--- src/rtl/chip_top_wrapper.sv ---
// JTAG TAP wrapper: 16-state controller, 5-bit IR, and UDR / IDCODE / BYPASS data registers.
// Capture and shift happen on rising TCK; update and TDO happen on falling TCK.
module chip_top_wrapper #(
    parameter int unsigned IR_WIDTH   = 5,
    parameter int unsigned UDR_WIDTH  = 18,
    parameter logic [31:0] IDCODE_VAL = 32'h1000_0001
) (
    input  logic TCK,
    input  logic TRST_N,
    input  logic TMS,
    input  logic TDI,
    output logic TDO
);

    localparam logic [IR_WIDTH-1:0] IrUser   = '0;
    localparam logic [IR_WIDTH-1:0] IrIdcode = IR_WIDTH'(1);

    typedef enum logic [3:0] {
        StTlr, StRti,
        StSelDr, StCapDr, StShDr, StEx1Dr, StPauDr, StEx2Dr, StUpdDr,
        StSelIr, StCapIr, StShIr, StEx1Ir, StPauIr, StEx2Ir, StUpdIr
    } tap_state_e;

    tap_state_e           state_q;
    logic [IR_WIDTH-1:0]  ir_shift_q;
    logic [IR_WIDTH-1:0]  ir_q;
    logic [UDR_WIDTH-1:0] udr_shift_q;
    logic [UDR_WIDTH-1:0] udr_latch_q;
    logic [31:0]          id_shift_q;
    logic                 bypass_q;
    logic                 tdo_q;
    logic                 tdo_d;
    logic                 sel_user;
    logic                 sel_idcode;

    // Unlisted instruction codes fall through to BYPASS.
    assign sel_user   = (ir_q == IrUser);
    assign sel_idcode = (ir_q == IrIdcode);

    always_ff @(posedge TCK or negedge TRST_N) begin
        if (!TRST_N) begin
            state_q     <= StTlr;
            ir_shift_q  <= '0;
            udr_shift_q <= '0;
            id_shift_q  <= '0;
            bypass_q    <= 1'b0;
        end else begin
            unique case (state_q)
                StTlr:   state_q <= TMS ? StTlr   : StRti;
                StRti:   state_q <= TMS ? StSelDr : StRti;
                StSelDr: state_q <= TMS ? StSelIr : StCapDr;
                StCapDr: state_q <= TMS ? StEx1Dr : StShDr;
                StShDr:  state_q <= TMS ? StEx1Dr : StShDr;
                StEx1Dr: state_q <= TMS ? StUpdDr : StPauDr;
                StPauDr: state_q <= TMS ? StEx2Dr : StPauDr;
                StEx2Dr: state_q <= TMS ? StUpdDr : StShDr;
                StUpdDr: state_q <= TMS ? StSelDr : StRti;
                StSelIr: state_q <= TMS ? StTlr   : StCapIr;
                StCapIr: state_q <= TMS ? StEx1Ir : StShIr;
                StShIr:  state_q <= TMS ? StEx1Ir : StShIr;
                StEx1Ir: state_q <= TMS ? StUpdIr : StPauIr;
                StPauIr: state_q <= TMS ? StEx2Ir : StPauIr;
                StEx2Ir: state_q <= TMS ? StUpdIr : StShIr;
                StUpdIr: state_q <= TMS ? StSelDr : StRti;
                default: state_q <= StTlr;
            endcase

            if (state_q == StCapIr) begin
                ir_shift_q <= IrIdcode;
            end else if (state_q == StShIr) begin
                ir_shift_q <= {TDI, ir_shift_q[IR_WIDTH-1:1]};
            end

            if (state_q == StCapDr) begin
                if (sel_user) begin
                    udr_shift_q <= udr_latch_q;
                end else if (sel_idcode) begin
                    id_shift_q <= IDCODE_VAL;
                end else begin
                    bypass_q <= 1'b0;
                end
            end else if (state_q == StShDr) begin
                if (sel_user) begin
                    udr_shift_q <= {TDI, udr_shift_q[UDR_WIDTH-1:1]};
                end else if (sel_idcode) begin
                    id_shift_q <= {TDI, id_shift_q[31:1]};
                end else begin
                    bypass_q <= TDI;
                end
            end
        end
    end

    always_comb begin
        tdo_d = 1'b0;
        if (state_q == StShIr) begin
            tdo_d = ir_shift_q[0];
        end else if (state_q == StShDr) begin
            if (sel_user) begin
                tdo_d = udr_shift_q[0];
            end else if (sel_idcode) begin
                tdo_d = id_shift_q[0];
            end else begin
                tdo_d = bypass_q;
            end
        end
    end

    always_ff @(negedge TCK or negedge TRST_N) begin
        if (!TRST_N) begin
            ir_q        <= IrIdcode;
            udr_latch_q <= '0;
            tdo_q       <= 1'b0;
        end else begin
            if (state_q == StTlr) begin
                ir_q <= IrIdcode;
            end else if (state_q == StUpdIr) begin
                ir_q <= ir_shift_q;
            end
            if (state_q == StUpdDr && sel_user) begin
                udr_latch_q <= udr_shift_q;
            end
            tdo_q <= tdo_d;
        end
    end

    assign TDO = tdo_q;

endmodule

--- config.mk ---
export PLATFORM = sky130hd
export DESIGN_NAME = chip_top_wrapper
export DESIGN_NICKNAME = d
export VERILOG_FILES = /design/src/rtl/chip_top_wrapper.sv
export SDC_FILE = /design/constraint.sdc
export NUM_CORES = 1
export LEC_CHECK = 0
export BUFFER_PORTS_ARGS = -buffer_cell sky130_fd_sc_hd__clkbuf_2
export CAP_MARGIN = 20
export CORE_MARGIN = 4
export CORE_UTILIZATION = 65
export CTS_BUF_LIST = sky130_fd_sc_hd__clkbuf_8
export DETAILED_ROUTE_END_ITERATION = 8
export PLACE_DENSITY = 0.87
export SLEW_MARGIN = 20
export SYNTH_ARGS = -nofsm -noshare
export SYNTH_HDL_FRONTEND = slang
export SYNTH_SLANG_ARGS = --single-unit
--- constraint.sdc ---
create_clock -name TCK -period 2.35 [get_ports TCK]
set_input_delay 0.3525 -clock TCK [delete_from_list [all_inputs] [get_ports TCK]]
set_output_delay 0.3525 -clock TCK [all_outputs]
set_load 0.02 [all_outputs]
## Word-level counts from Yosys, hierarchy flattened

Cells that the tools add are included.

- Input bits: 4
- Flip-flop bits (word level): 84

- Reductions and logical operators: 12
- Multiplexer cells: 37
- Equal/unequal tests: 24

Operators by type and width:

| cell | count |
|---|---|
| 32-bit 2-to-1 mux | 6 |
| 18-bit 2-to-1 mux | 4 |
| 4-bit one-hot mux with 12 select lines | 1 |
| 4-bit == test, second input constant | 8 |
| 5-bit 2-to-1 mux | 4 |
| 4-bit by 3-bit == test with 1-bit output, second input constant | 4 |
| 4-bit 2-to-1 mux | 4 |
| 2-bit inequality test, second input constant | 8 |
| 1-bit 2-to-1 mux | 13 |
| 5-bit AND reduction | 2 |
| 4-bit by 2-bit == test with 1-bit output, second input constant | 2 |
| 2-bit 2-to-1 mux | 3 |
| 3-bit 2-to-1 mux | 2 |
| 2-bit nonzero test | 3 |
| 5-bit by 1-bit == test with 1-bit output, second input constant | 1 |
| 5-bit zero test | 1 |
| 4-bit by 1-bit == test with 1-bit output, second input constant | 1 |
| 4-bit zero test | 1 |
| 2-bit OR reduction | 2 |
| 3-bit AND reduction | 1 |
| 3-bit OR reduction | 1 |
| 1-bit logical AND | 1 |

## Depth between registers and ports, before layout

Gate-level depths: netlist (run 1).

- Word-level depth: 5
- Depth in mapped cells: 7

==> impl_metrics.toml, run 1 <==
[status]
run_status = "complete, but fails checks"
failed_checks = "negative setup slack"

[worst_setup_path]
worstSetupEndpointType = "flip-flop"
r2r-end = "id_shift_q[21]$_DFFE_PN0P_"
setup.worst_path.class = "reg -> reg"
crit_path_cell_trace = "nor4_4 -> buf_6 -> o211ai_4 -> clkbuf_16 -> o21ai_0"
worst_ep_arrival_time_ns = 2.97
worstRegToRegCells = 5
cp_slowest_stage_delay_ns = 0.37
slowest_cell_on_the_critical_path = "sky130_fd_sc_hd__dfrtn_1"
worst-path-max-fanout = 11
worst_setup_path_start_kind = "flip-flop"
required_worst_endpoint_ns = 2.63
setup.worst_path.start = "ir_q[2]$_DFFE_NN0P_"
reg2reg_slack_ns = -0.34
r2r_start = "ir_q[2]$_DFFE_NN0P_"

[yosys]
netlist_instances = 358
synth-async-reset-ratio_pct = 100
synth_simple_gate_area_share_pct = 14.9
synth_top_cells_by_area = "sky130_fd_sc_hd__dfrtp_1 41%, sky130_fd_sc_hd__dfrtn_1 16%, sky130_fd_sc_hd__nand2_1 9.3%, sky130_fd_sc_hd__o21ai_0 8.1%, sky130_fd_sc_hd__mux2i_1 4.9%"
synth-adder-area-share_pct = 0
syn-num-nets = 362
synth_seq_area_share_pct = 57.0
post_synth_xor_area_fraction_pct = 0
synth_edf_count = 0
synth.cell_area_sq_mm = 0.00369
yosys.area.top_type_share_pct = 40.7
synth.distinct_cells = 35
synth-compound-area-share_pct = 12.6
yosys_most_used_dff = "sky130_fd_sc_hd__dfrtp_1"
dominant_combinational_cell_family_by_area_after_synthesis = "simple AND/OR/NAND/NOR gates"
post_synth_mux_area_share_pct = 12.0
ys.warnings.count = 0
postSynthRegisterBits = 84
ys_top_cells_by_count = "91 x sky130_fd_sc_hd__nand2_1, 60 x sky130_fd_sc_hd__dfrtp_1, 60 x sky130_fd_sc_hd__o21ai_0"
yosysMostFrequentCell = "sky130_fd_sc_hd__nand2_1"
synthesis.area_per_instance_sq_um = 10.3
yosys.area.top_type = "sky130_fd_sc_hd__dfrtp_1"

[power_and_ir_drop]
comb_power_share_pct = 42.7
internal_power_mw = 3.33
switching_power_mw = 1.98
peakVddDrop_v = 0.00135
clockPowerShare_pct = 21.5
power.density_cell_area_mw_per_mm2 = 1130
swShare_pct = 37.3
sequentialPowerShare_pct = 35.8
leakage_nw = 2.12
report.power.total_mw = 5.31

[global_routing]
grt_pass1_vias = 2690
grt_first_pass_wirelength_um = 13100
grt_usage_pct = 23.9
number_of_antenna_violations_at_the_first_check_in_global_routing = 0
gr-total-overflow = 0
grt_max_degree = 45

[clocking]
cts_h_tree_depth = 3
clock_insertion_delay_at_the_later_pin_of_the_skew_report_ns = 0.40
clkSinkCount = 84
cts_made_buffers = 9
tritoncts_clock_tree = "built"
clkSlewWorstSetupHoldPaths_ns = 0.09
cts-root-to-sink-buffers = 2
root_cell_of_the_clock_tree = "sky130_fd_sc_hd__clkbuf_8"

[cells_and_area]
post-route-cell-area_sq_mm = 0.00471
layout.area.seq_sq_mm = 0.00210
finish.cell_count_without_fillers = 477
final_util_pct = 85.5
nFillCells = 233
multiInputGateArea_sq_mm = 0.00169
area_delta_synth_final_pct = 27.6
drive_above_1_share_pct = 34.3
finalNetCount = 404
diodes = 0

[floorplanning]
top_level_ports = 5
fp.dieW_um = 83.4
fp-row-count = 27
fp.dieArea_sq_mm = 0.00695
die_height_um = 83.4
core_region_area_sq_mm = 0.00551
initial_utilization_pct = 67.1

[worst_hold_path]
timing.hold.worst_endpoint = "ir_shift_q[4]$_DFFE_PN0N_"
min_delay_path_depth = 3
timing.hold.worst.start = "TDI"
hold_path_class = "in -> reg"

[placed_design]
pre_cts_slack_ns = -0.336
numPlacedInstances = 436
gpl.final_weighted_congestion = 0.740
detailed_place_hpwl_um = 4140
placed_cell_area_sq_mm = 0.00396
io_buffers = 4

[route]
route.vias.total = 2958
postRouteAntennaNets = 0
route.detailed.vias_per_inst = 6.20
detail_route.iter0.violations = 195
routed_wire_per_std_cell_um = 20.0
detail_route.wirelength_um = 9520
detailed_routing_iterations_pass_1 = 4
route.detailed.drc = 0

[sta]
timing.hold.ws_ns = 0.344
max_slew_margin_pct = 71.7
accumulated_negative_setup_slack_ns = -16.96
report.final.setup_viol = 76
worstMarginPinSlew_ns = 0.422
fin_max_slew_vios = 0
fin_worst_setup_slack_ns = -0.336
finalHoldViolations = 0
finalClockSkew_ns = 0.0575
setup_repair_after_global_routing_missed_its_margin = "true"

[job]
drv_cap = 0
[cells by family (layout without fill, tap and decap cells)]
logic type / Yosys count / after routing
AOI/OAI and AO/OA: 85 / 86
buffers and inverters: 29 / 75
DFF: 84 / 84
and+or+nand+nor: 122 / 122
muxes: 38 / 38
[area by class of cell]
class	count	area share, %
Timing Repair Buffer	53	12.5
Sequential cell	84	44.7
Multi-Input combinational cell	246	35.9
Tap cell	72	1.91
Clock buffer	9	2.63
Clock inverter	8	2.05
Inverter	5	0.398
[worst max-delay path by stage]
stage / endpoint / slack, ns / cells after the start
after floorplan: id_shift_q[1]$_DFFE_PN0P_ / -0.35 / 5
after global placement: udr_shift_q[3]$_DFFE_PN0P_ / -0.25 / 5
after detailed placement: id_shift_q[26]$_DFFE_PN0P_ / -0.34 / 5
after CTS: id_shift_q[26]$_DFFE_PN0P_ / -0.20 / 6
after global routing: id_shift_q[21]$_DFFE_PN0P_ / -0.45 / 5
final: id_shift_q[21]$_DFFE_PN0P_ / -0.34 / 5
[state kept, by name, summed over array words and instances (netlist names)]
name and flops:
ir_q 5, state_q 4, udr_latch_q 18, TDO 1
bypass_q 1, udr_shift_q 18, ir_shift_q 5, id_shift_q 32
[layer usage]
layer | GRT usage [%] | wire length, um | vias up
li1 | - | - | 1308
met1 | 29.8 | 3710 | 1484
met2 | 39.6 | 4950 | 129
met3 | 5.65 | 513 | 37
met4 | 10.8 | 348 | 0
met5 | 0 | 0 | -
[power groups by stage]
stage | clock network (mW) | registers (mW) | logic (mW)
finish | 1.14 | 1.90 | 2.27
global route | 1.22 | 1.92 | 2.41
CTS | 1.14 | 1.83 | 1.59
detailed placement | 0.00532 | 1.85 | 1.31
global placement | 0.00532 | 1.84 | 1.26
floorplan | 0.00532 | 1.83 | 0.931
[placed cells by master (no fill, tap or decap), drive strengths merged, types with 2 or more instances in the layout]
cell / n
nand2: 91
dfrtp: 60
o21ai: 60
buf: 45
dfrtn: 23
mux2: 20
mux2i: 18
clkbuf: 16
a21oi: 12
nor2: 11
inv: 8
o211ai: 5
o22ai: 4
nand3: 3
nand4: 3
nor2b: 3
nand2b: 2
a211oi: 2
nor3: 2
clkinvlp: 2
bufinv: 2
[timing repair]
action                                  4_1_cts  5_1_grt
hold buffers                                  1        0
buffers inserted                             12        5
cloned                                        0        8
pin swaps                                    11       22
hold endpoints to repair                      4        0
resized for setup                            28       77
endpoints found under the setup margin       76       76
[critical path: cells and delay by family, from the launching register on]
kind | cells | cell delay (ns)
simple gates | 1 | 0.31
buf+inv | 2 | 0.41
flops | 1 | 0.37
compound gates | 2 | 0.35
No activity file was read; power rests on OpenSTA's default activity.
==> run 2: changes to the inputs <==
--- a/config.mk
+++ b/config.mk
@@ -11,7 +11,7 @@
 export CORE_UTILIZATION = 65
 export CTS_BUF_LIST = sky130_fd_sc_hd__clkbuf_8
 export DETAILED_ROUTE_END_ITERATION = 8
-export PLACE_DENSITY = 0.87
+export PLACE_DENSITY = 0.82
 export SLEW_MARGIN = 20
 export SYNTH_ARGS = -nofsm -noshare
 export SYNTH_HDL_FRONTEND = slang
==> run 2 against run 1 <==
Effect of this change:
- the run still ends with negative setup slack left
- sequential share of layout area up 1.8 points
- worst hold slack worse by 0.085 ns
- global-route usage down 2.4 points
- first-iteration DRC count down 8.7%
- highest routed layer unchanged
==> impl_metrics.toml, run 2 (synthesized netlist as in run 1, its figures left out) <==
[status]
run_status = "complete, but fails checks"
failed_checks = "negative setup slack"

[sta]
fin_max_slew_vios = 0
finalClockSkew_ns = 0.0720
timing.hold.ws_ns = 0.258
report.final.setup_viol = 76
finalHoldViolations = 0
setup_repair_after_global_routing_missed_its_margin = "true"
worstMarginPinSlew_ns = 0.357
fin_worst_setup_slack_ns = -0.266
max_slew_margin_pct = 76.1

[worst_setup_path]
crit_path_cell_trace = "nor4_4 -> buf_4 -> o211ai_4 -> buf_12 -> nand2_1 -> o21ai_0"
setup.worst_path.class = "reg -> reg"
required_worst_endpoint_ns = 2.57
worst_setup_path_start_kind = "flip-flop"
cp_slowest_stage_delay_ns = 0.38
worst-path-max-fanout = 19
worstSetupEndpointType = "flip-flop"
worst_ep_arrival_time_ns = 2.84
slowest_cell_on_the_critical_path = "sky130_fd_sc_hd__dfrtn_1"

[placed_design]
io_buffers = 4
gpl.final_weighted_congestion = 0.758
detailed_place_hpwl_um = 4310
placed_cell_area_sq_mm = 0.00400
pre_cts_slack_ns = -0.296

[route]
detailed_routing_iterations_pass_1 = 4
detail_route.wirelength_um = 8300
route.detailed.drc = 0
routed_wire_per_std_cell_um = 17.5
detail_route.iter0.violations = 178
route.detailed.vias_per_inst = 5.85
route.vias.total = 2766
postRouteAntennaNets = 0

[global_routing]
number_of_antenna_violations_at_the_first_check_in_global_routing = 0
grt_first_pass_wirelength_um = 12000
grt_pass1_vias = 2604
grt_max_degree = 30
grt_usage_pct = 21.5
gr-total-overflow = 0

[power_and_ir_drop]
power.density_cell_area_mw_per_mm2 = 1020
peakVddDrop_v = 0.000785
comb_power_share_pct = 38.0
clockPowerShare_pct = 21.7
switching_power_mw = 1.69
sequentialPowerShare_pct = 40.3
swShare_pct = 36.5
internal_power_mw = 2.94
leakage_nw = 2.05

[cells_and_area]
mostFrequentLayoutCell = "sky130_fd_sc_hd__nand2_1"
finalNetCount = 400
largest_register_ff_count = 32
nFillCells = 285
diodes = 0
multiInputGateArea_sq_mm = 0.00164
post-route-cell-area_sq_mm = 0.00453
top_regs = "id_shift_q: 32 flops, udr_latch_q: 18 flops, udr_shift_q: 18 flops"
layout.area.seq_sq_mm = 0.00211
regMostFlops = "id_shift_q"
area_delta_synth_final_pct = 22.8
drive_above_1_share_pct = 31.7
layout.cells.most_common_list = "76 x sky130_fd_sc_hd__nand2_1, 58 x sky130_fd_sc_hd__dfrtp_1, 36 x sky130_fd_sc_hd__o21ai_1"

[floorplanning]
top_level_ports = 5
fp.dieArea_sq_mm = 0.00695
die_height_um = 83.4
core_region_area_sq_mm = 0.00551
fp.dieW_um = 83.4
initial_utilization_pct = 67.1
fp-row-count = 27

[clocking]
cts_h_tree_depth = 3
clkSlewWorstSetupHoldPaths_ns = 0.09
clock_insertion_delay_at_the_later_pin_of_the_skew_report_ns = 0.41
root_cell_of_the_clock_tree = "sky130_fd_sc_hd__clkbuf_8"
clkSinkCount = 84
cts_made_buffers = 9
tritoncts_clock_tree = "built"
cts-root-to-sink-buffers = 2

[worst_hold_path]
hold_path_class = "in -> reg"

[job]
drv_cap = 0
-- run 2: routing by layer --
layer  global-route usage [%]  vias up  part of all wire (%)
li1                         -     1300                     -
met1                     28.7     1372                    44
met2                     33.7       69                    49
met3                     5.85       25                   3.8
met4                     8.17        0                   2.9
met5                        0        -                     0
-- run 2: worst paths after layout --
path | depth (start not counted) | end | slack (ns) | startpoint
min in group asynchronous | 2 | udr_shift_q[4]$_DFFE_PN0P_ | 0.45 | TRST_N
worst min-delay path | 3 | ir_shift_q[4]$_DFFE_PN0N_ | 0.26 | TDI
max in group asynchronous | 3 | udr_latch_q[15]$_DFFE_NN0P_ | 0.36 | TRST_N
worst max-delay path | 6 | id_shift_q[0]$_DFFE_PN0P_ | -0.27 | ir_q[2]$_DFFE_NN0P_
worst min register to register | 1 | udr_latch_q[3]$_DFFE_NN0P_ | 0.46 | udr_latch_q[3]$_DFFE_NN0P_
worst max register to register | 6 | id_shift_q[0]$_DFFE_PN0P_ | -0.27 | ir_q[2]$_DFFE_NN0P_
-- run 2: critical path, delay by kind of cell (launching register included) --
family | cells | cell delay (ns)
AOI/OAI and AO/OA | 2 | 0.22
and+or+nand+nor | 2 | 0.37
DFF | 1 | 0.38
buffers and inverters | 2 | 0.36
-- run 2: stage by stage --
stage | power (mW) | std cells | setup TNS [ns] | util [%]
after floorplan | 2.76 | 358 | -21.57 | -
after global placement | 3.15 | 440 | -12.98 | 72.7
after detailed placement | 3.21 | 440 | -15.81 | 72.7
after CTS | 4.33 | 463 | -12.38 | 78.2
after global routing | 4.87 | 473 | -19.51 | 82.3
final | 4.63 | 473 | -15.23 | 82.3
-- run 2: area by class of cell --
cell class | count | share of cell area, %
Clock inverter | 8 | 1.46
Tap cell | 72 | 1.99
Multi-Input combinational cell | 245 | 36.2
Sequential cell | 84 | 46.4
Inverter | 5 | 0.414
Timing Repair Buffer | 50 | 10.8
Clock buffer | 9 | 2.73
-- run 2: what timing repair did --
item	4_1_cts	5_1_grt
pin swaps	10	10
hold buffers	1	0
cloned	2	4
hold endpoints to repair	7	0
setup endpoints to repair	75	76
setup buffers	4	6
resized for setup	53	45
-- run 2: power by group through the flow --
| stage | clock network (mW) | registers, mW | logic (mW) |
|---|---|---|---|
| global placement | 0.00532 | 1.84 | 1.31 |
| floorplan | 0.00532 | 1.83 | 0.931 |
| CTS | 0.994 | 1.83 | 1.51 |
| finish | 1.01 | 1.86 | 1.76 |
| global route | 1.09 | 1.88 | 1.90 |
| detailed placement | 0.00532 | 1.85 | 1.35 |
==> run 3: changes to the inputs <==
==> constraint.sdc (replaced) <==
create_clock -name TCK -period 2.35 [get_ports TCK]
set_input_delay 0 -clock TCK [delete_from_list [all_inputs] [get_ports TCK]]
set_output_delay 0 -clock TCK [all_outputs]
set_load 0.02 [all_outputs]
==> run 3 against run 2 <==
Effect of this change:
- the flow still finishes with violations (negative setup slack)
- worst setup slack better by 0.025 ns
- wire length down 4.0%
- final cell count unchanged
- worst hold slack worse by 0.23 ns
- clock skew down 0.0036 ns
- total power up 4.2%
- register-to-register slack better by 0.03 ns
- largest power group unchanged
- highest routed layer unchanged
==> impl_metrics.toml, run 3 (synthesized netlist as in run 1, its figures left out) <==
[global_routing]
grt_max_degree = 48
grt_usage_pct = 23.3
number_of_antenna_violations_at_the_first_check_in_global_routing = 0
grt_pass1_vias = 2782
grt_first_pass_wirelength_um = 12900
gr-total-overflow = 0

[worst_hold_path]
hold_path_class = "in -> reg"

[worst_setup_path]
required_worst_endpoint_ns = 2.59
worstSetupEndpointType = "flip-flop"
worst_setup_path_start_kind = "flip-flop"
slowest_cell_on_the_critical_path = "sky130_fd_sc_hd__dfrtn_1"
critical-path-top-delay-family = "flip-flops"
setup.worst_path.class = "reg -> reg"
crit_path_cell_trace = "nor4_4 -> buf_4 -> o211ai_4 -> buf_12 -> nand2_1 -> o21ai_1"
worst_ep_arrival_time_ns = 2.83
cp_slowest_stage_delay_ns = 0.39
crit_buf_inv = 2
worst-path-max-fanout = 18

[route]
detail_route.iter0.violations = 148
detail_route.wirelength_um = 7970
route.vias.total = 2812
route.layer.met1.wl_um = 3400
detailed_routing_iterations_pass_1 = 5
uppermost_routed_layer = "met4"
route.met2.wl_um = 4060
route.detailed.vias_per_inst = 5.95
route.detailed.drc = 0
routed-wl-met3_um = 277
routed_wire_per_std_cell_um = 16.8
postRouteAntennaNets = 0

[power_and_ir_drop]
leakage_nw = 2.04
power.density_cell_area_mw_per_mm2 = 1070
peakVddDrop_v = 0.000773

[cells_and_area]
top_regs = "id_shift_q: 32 flops, udr_latch_q: 18 flops, udr_shift_q: 18 flops"
final_util_pct = 81.8
regMostFlops = "id_shift_q"
finish.cell_count_without_fillers = 473
largest_register_ff_count = 32
nFillCells = 295
post-route-cell-area_sq_mm = 0.00450
finalNetCount = 400
drive_above_1_share_pct = 29.9
area_delta_synth_final_pct = 22.0
layout.cells.most_common_list = "78 x sky130_fd_sc_hd__nand2_1, 59 x sky130_fd_sc_hd__dfrtp_1, 36 x sky130_fd_sc_hd__o21ai_1"
diodes = 0
mostFrequentLayoutCell = "sky130_fd_sc_hd__nand2_1"

[floorplanning]
top_level_ports = 5
fp.dieW_um = 83.4
initial_utilization_pct = 67.1
die_height_um = 83.4
fp-row-count = 27
fp.dieArea_sq_mm = 0.00695
core_region_area_sq_mm = 0.00551

[sta]
setup_repair_after_global_routing_missed_its_margin = "true"
accumulated_negative_setup_slack_ns = -15.39
finalClockSkew_ns = 0.0684
worstMarginPinSlew_ns = 0.594
max_slew_margin_pct = 60.4
fin_max_slew_vios = 0
fin_worst_setup_slack_ns = -0.240
report.final.setup_viol = 75
timing.hold.ws_ns = 0.0321
finalHoldViolations = 0

[clocking]
cts-root-to-sink-buffers = 2
cts_h_tree_depth = 3
clock_insertion_delay_at_the_later_pin_of_the_skew_report_ns = 0.40
cts_made_buffers = 9
tritoncts_clock_tree = "built"
root_cell_of_the_clock_tree = "sky130_fd_sc_hd__clkbuf_8"
clkSlewWorstSetupHoldPaths_ns = 0.08
clkSinkCount = 84

[placed_design]
detailed_place_hpwl_um = 4460
numPlacedInstances = 440
io_buffers = 4
gpl.final_weighted_congestion = 0.748
placed_cell_area_sq_mm = 0.00399

[job]
drv_cap = 0

[status]
failed_checks = "negative setup slack"
run_status = "complete, but fails checks"
[run 3: cell count changes in the layout (fill, tap and decap cells not counted), moves of 2 or more]
cell | before | now
sky130_fd_sc_hd__nand2_1 | 76 | 78
sky130_fd_sc_hd__nand2_4 | 5 | 0
sky130_fd_sc_hd__inv_1 | 9 | 6
sky130_fd_sc_hd__clkinv_2 | 0 | 2
sky130_fd_sc_hd__o21ai_0 | 13 | 18
sky130_fd_sc_hd__nand2_2 | 10 | 13
sky130_fd_sc_hd__o21ai_2 | 11 | 6
sky130_fd_sc_hd__buf_6 | 7 | 9
sky130_fd_sc_hd__buf_2 | 2 | 0
[run 3: final timing paths]
path	end	start	cells past startpoint	slack (ns)
worst max-delay path	udr_shift_q[9]$_DFFE_PN0P_	ir_q[1]$_DFFE_NN0P_	6	-0.24
worst min-delay path	state_q[1]$_DFF_PN0_	TMS	3	0.03
worst max register to register	udr_shift_q[9]$_DFFE_PN0P_	ir_q[1]$_DFFE_NN0P_	6	-0.24
worst min register to register	udr_latch_q[5]$_DFFE_NN0P_	udr_latch_q[5]$_DFFE_NN0P_	1	0.46
max in group asynchronous	ir_q[0]$_DFFE_NN1P_	TRST_N	2	0.63
min in group asynchronous	id_shift_q[26]$_DFFE_PN0P_	TRST_N	2	0.19
[run 3: worst reg2reg max path, delay by kind of cell, from the launching register on]
family          cells  cell delay (ns)
compound gates      2             0.18
buf+inv             2             0.36
flops               1             0.39
simple gates        2             0.38
[run 3: layer usage]
metal | global-route usage [%] | vias to the layer above
li1 | - | 1295
met4 | 12.8 | 0
met3 | 3.57 | 24
met5 | 0 | -
met2 | 38.0 | 72
met1 | 29.9 | 1421
[run 3: through the flow]
stage / power (mW) / setup WS [ns]
after floorplan: 2.76 / -0.353
after global placement: 3.17 / -0.225
after CTS: 4.61 / -0.185
after global routing: 5.07 / -0.300
final: 4.82 / -0.240
after detailed placement: 3.25 / -0.303
[run 3: cell type report]
| class | instances | area, sq um | share of cell area, % |
|---|---|---|---|
| well taps | 72 | 90.1 | 2.00 |
| repair buffers | 50 | 474 | 10.5 |
| clock inverters | 8 | 95.1 | 2.11 |
| inverters | 5 | 18.8 | 0.417 |
| flip-flops and latches | 84 | 2100 | 46.7 |
| clock buffers | 9 | 124 | 2.75 |
| multi-input cells | 245 | 1600 | 35.5 |
[run 3: power by group]
group / switching (mW) / total, mW / internal (mW)
Clock: 0.538 / 1.13 / 0.597
Sequential: 0.189 / 1.86 / 1.67
Combinational: 1.00 / 1.83 / 0.821
[run 3: what timing repair did]
| action | CTS | global route |
|---|---|---|
| gates resized for setup | 53 | 27 |
| endpoints found under the hold margin | 20 | 0 |
| setup endpoints to repair | 75 | 75 |
| gates cloned | 1 | 1 |
| setup buffers | 9 | 5 |
| pin swaps | 9 | 5 |
| hold buffers | 2 | 0 |
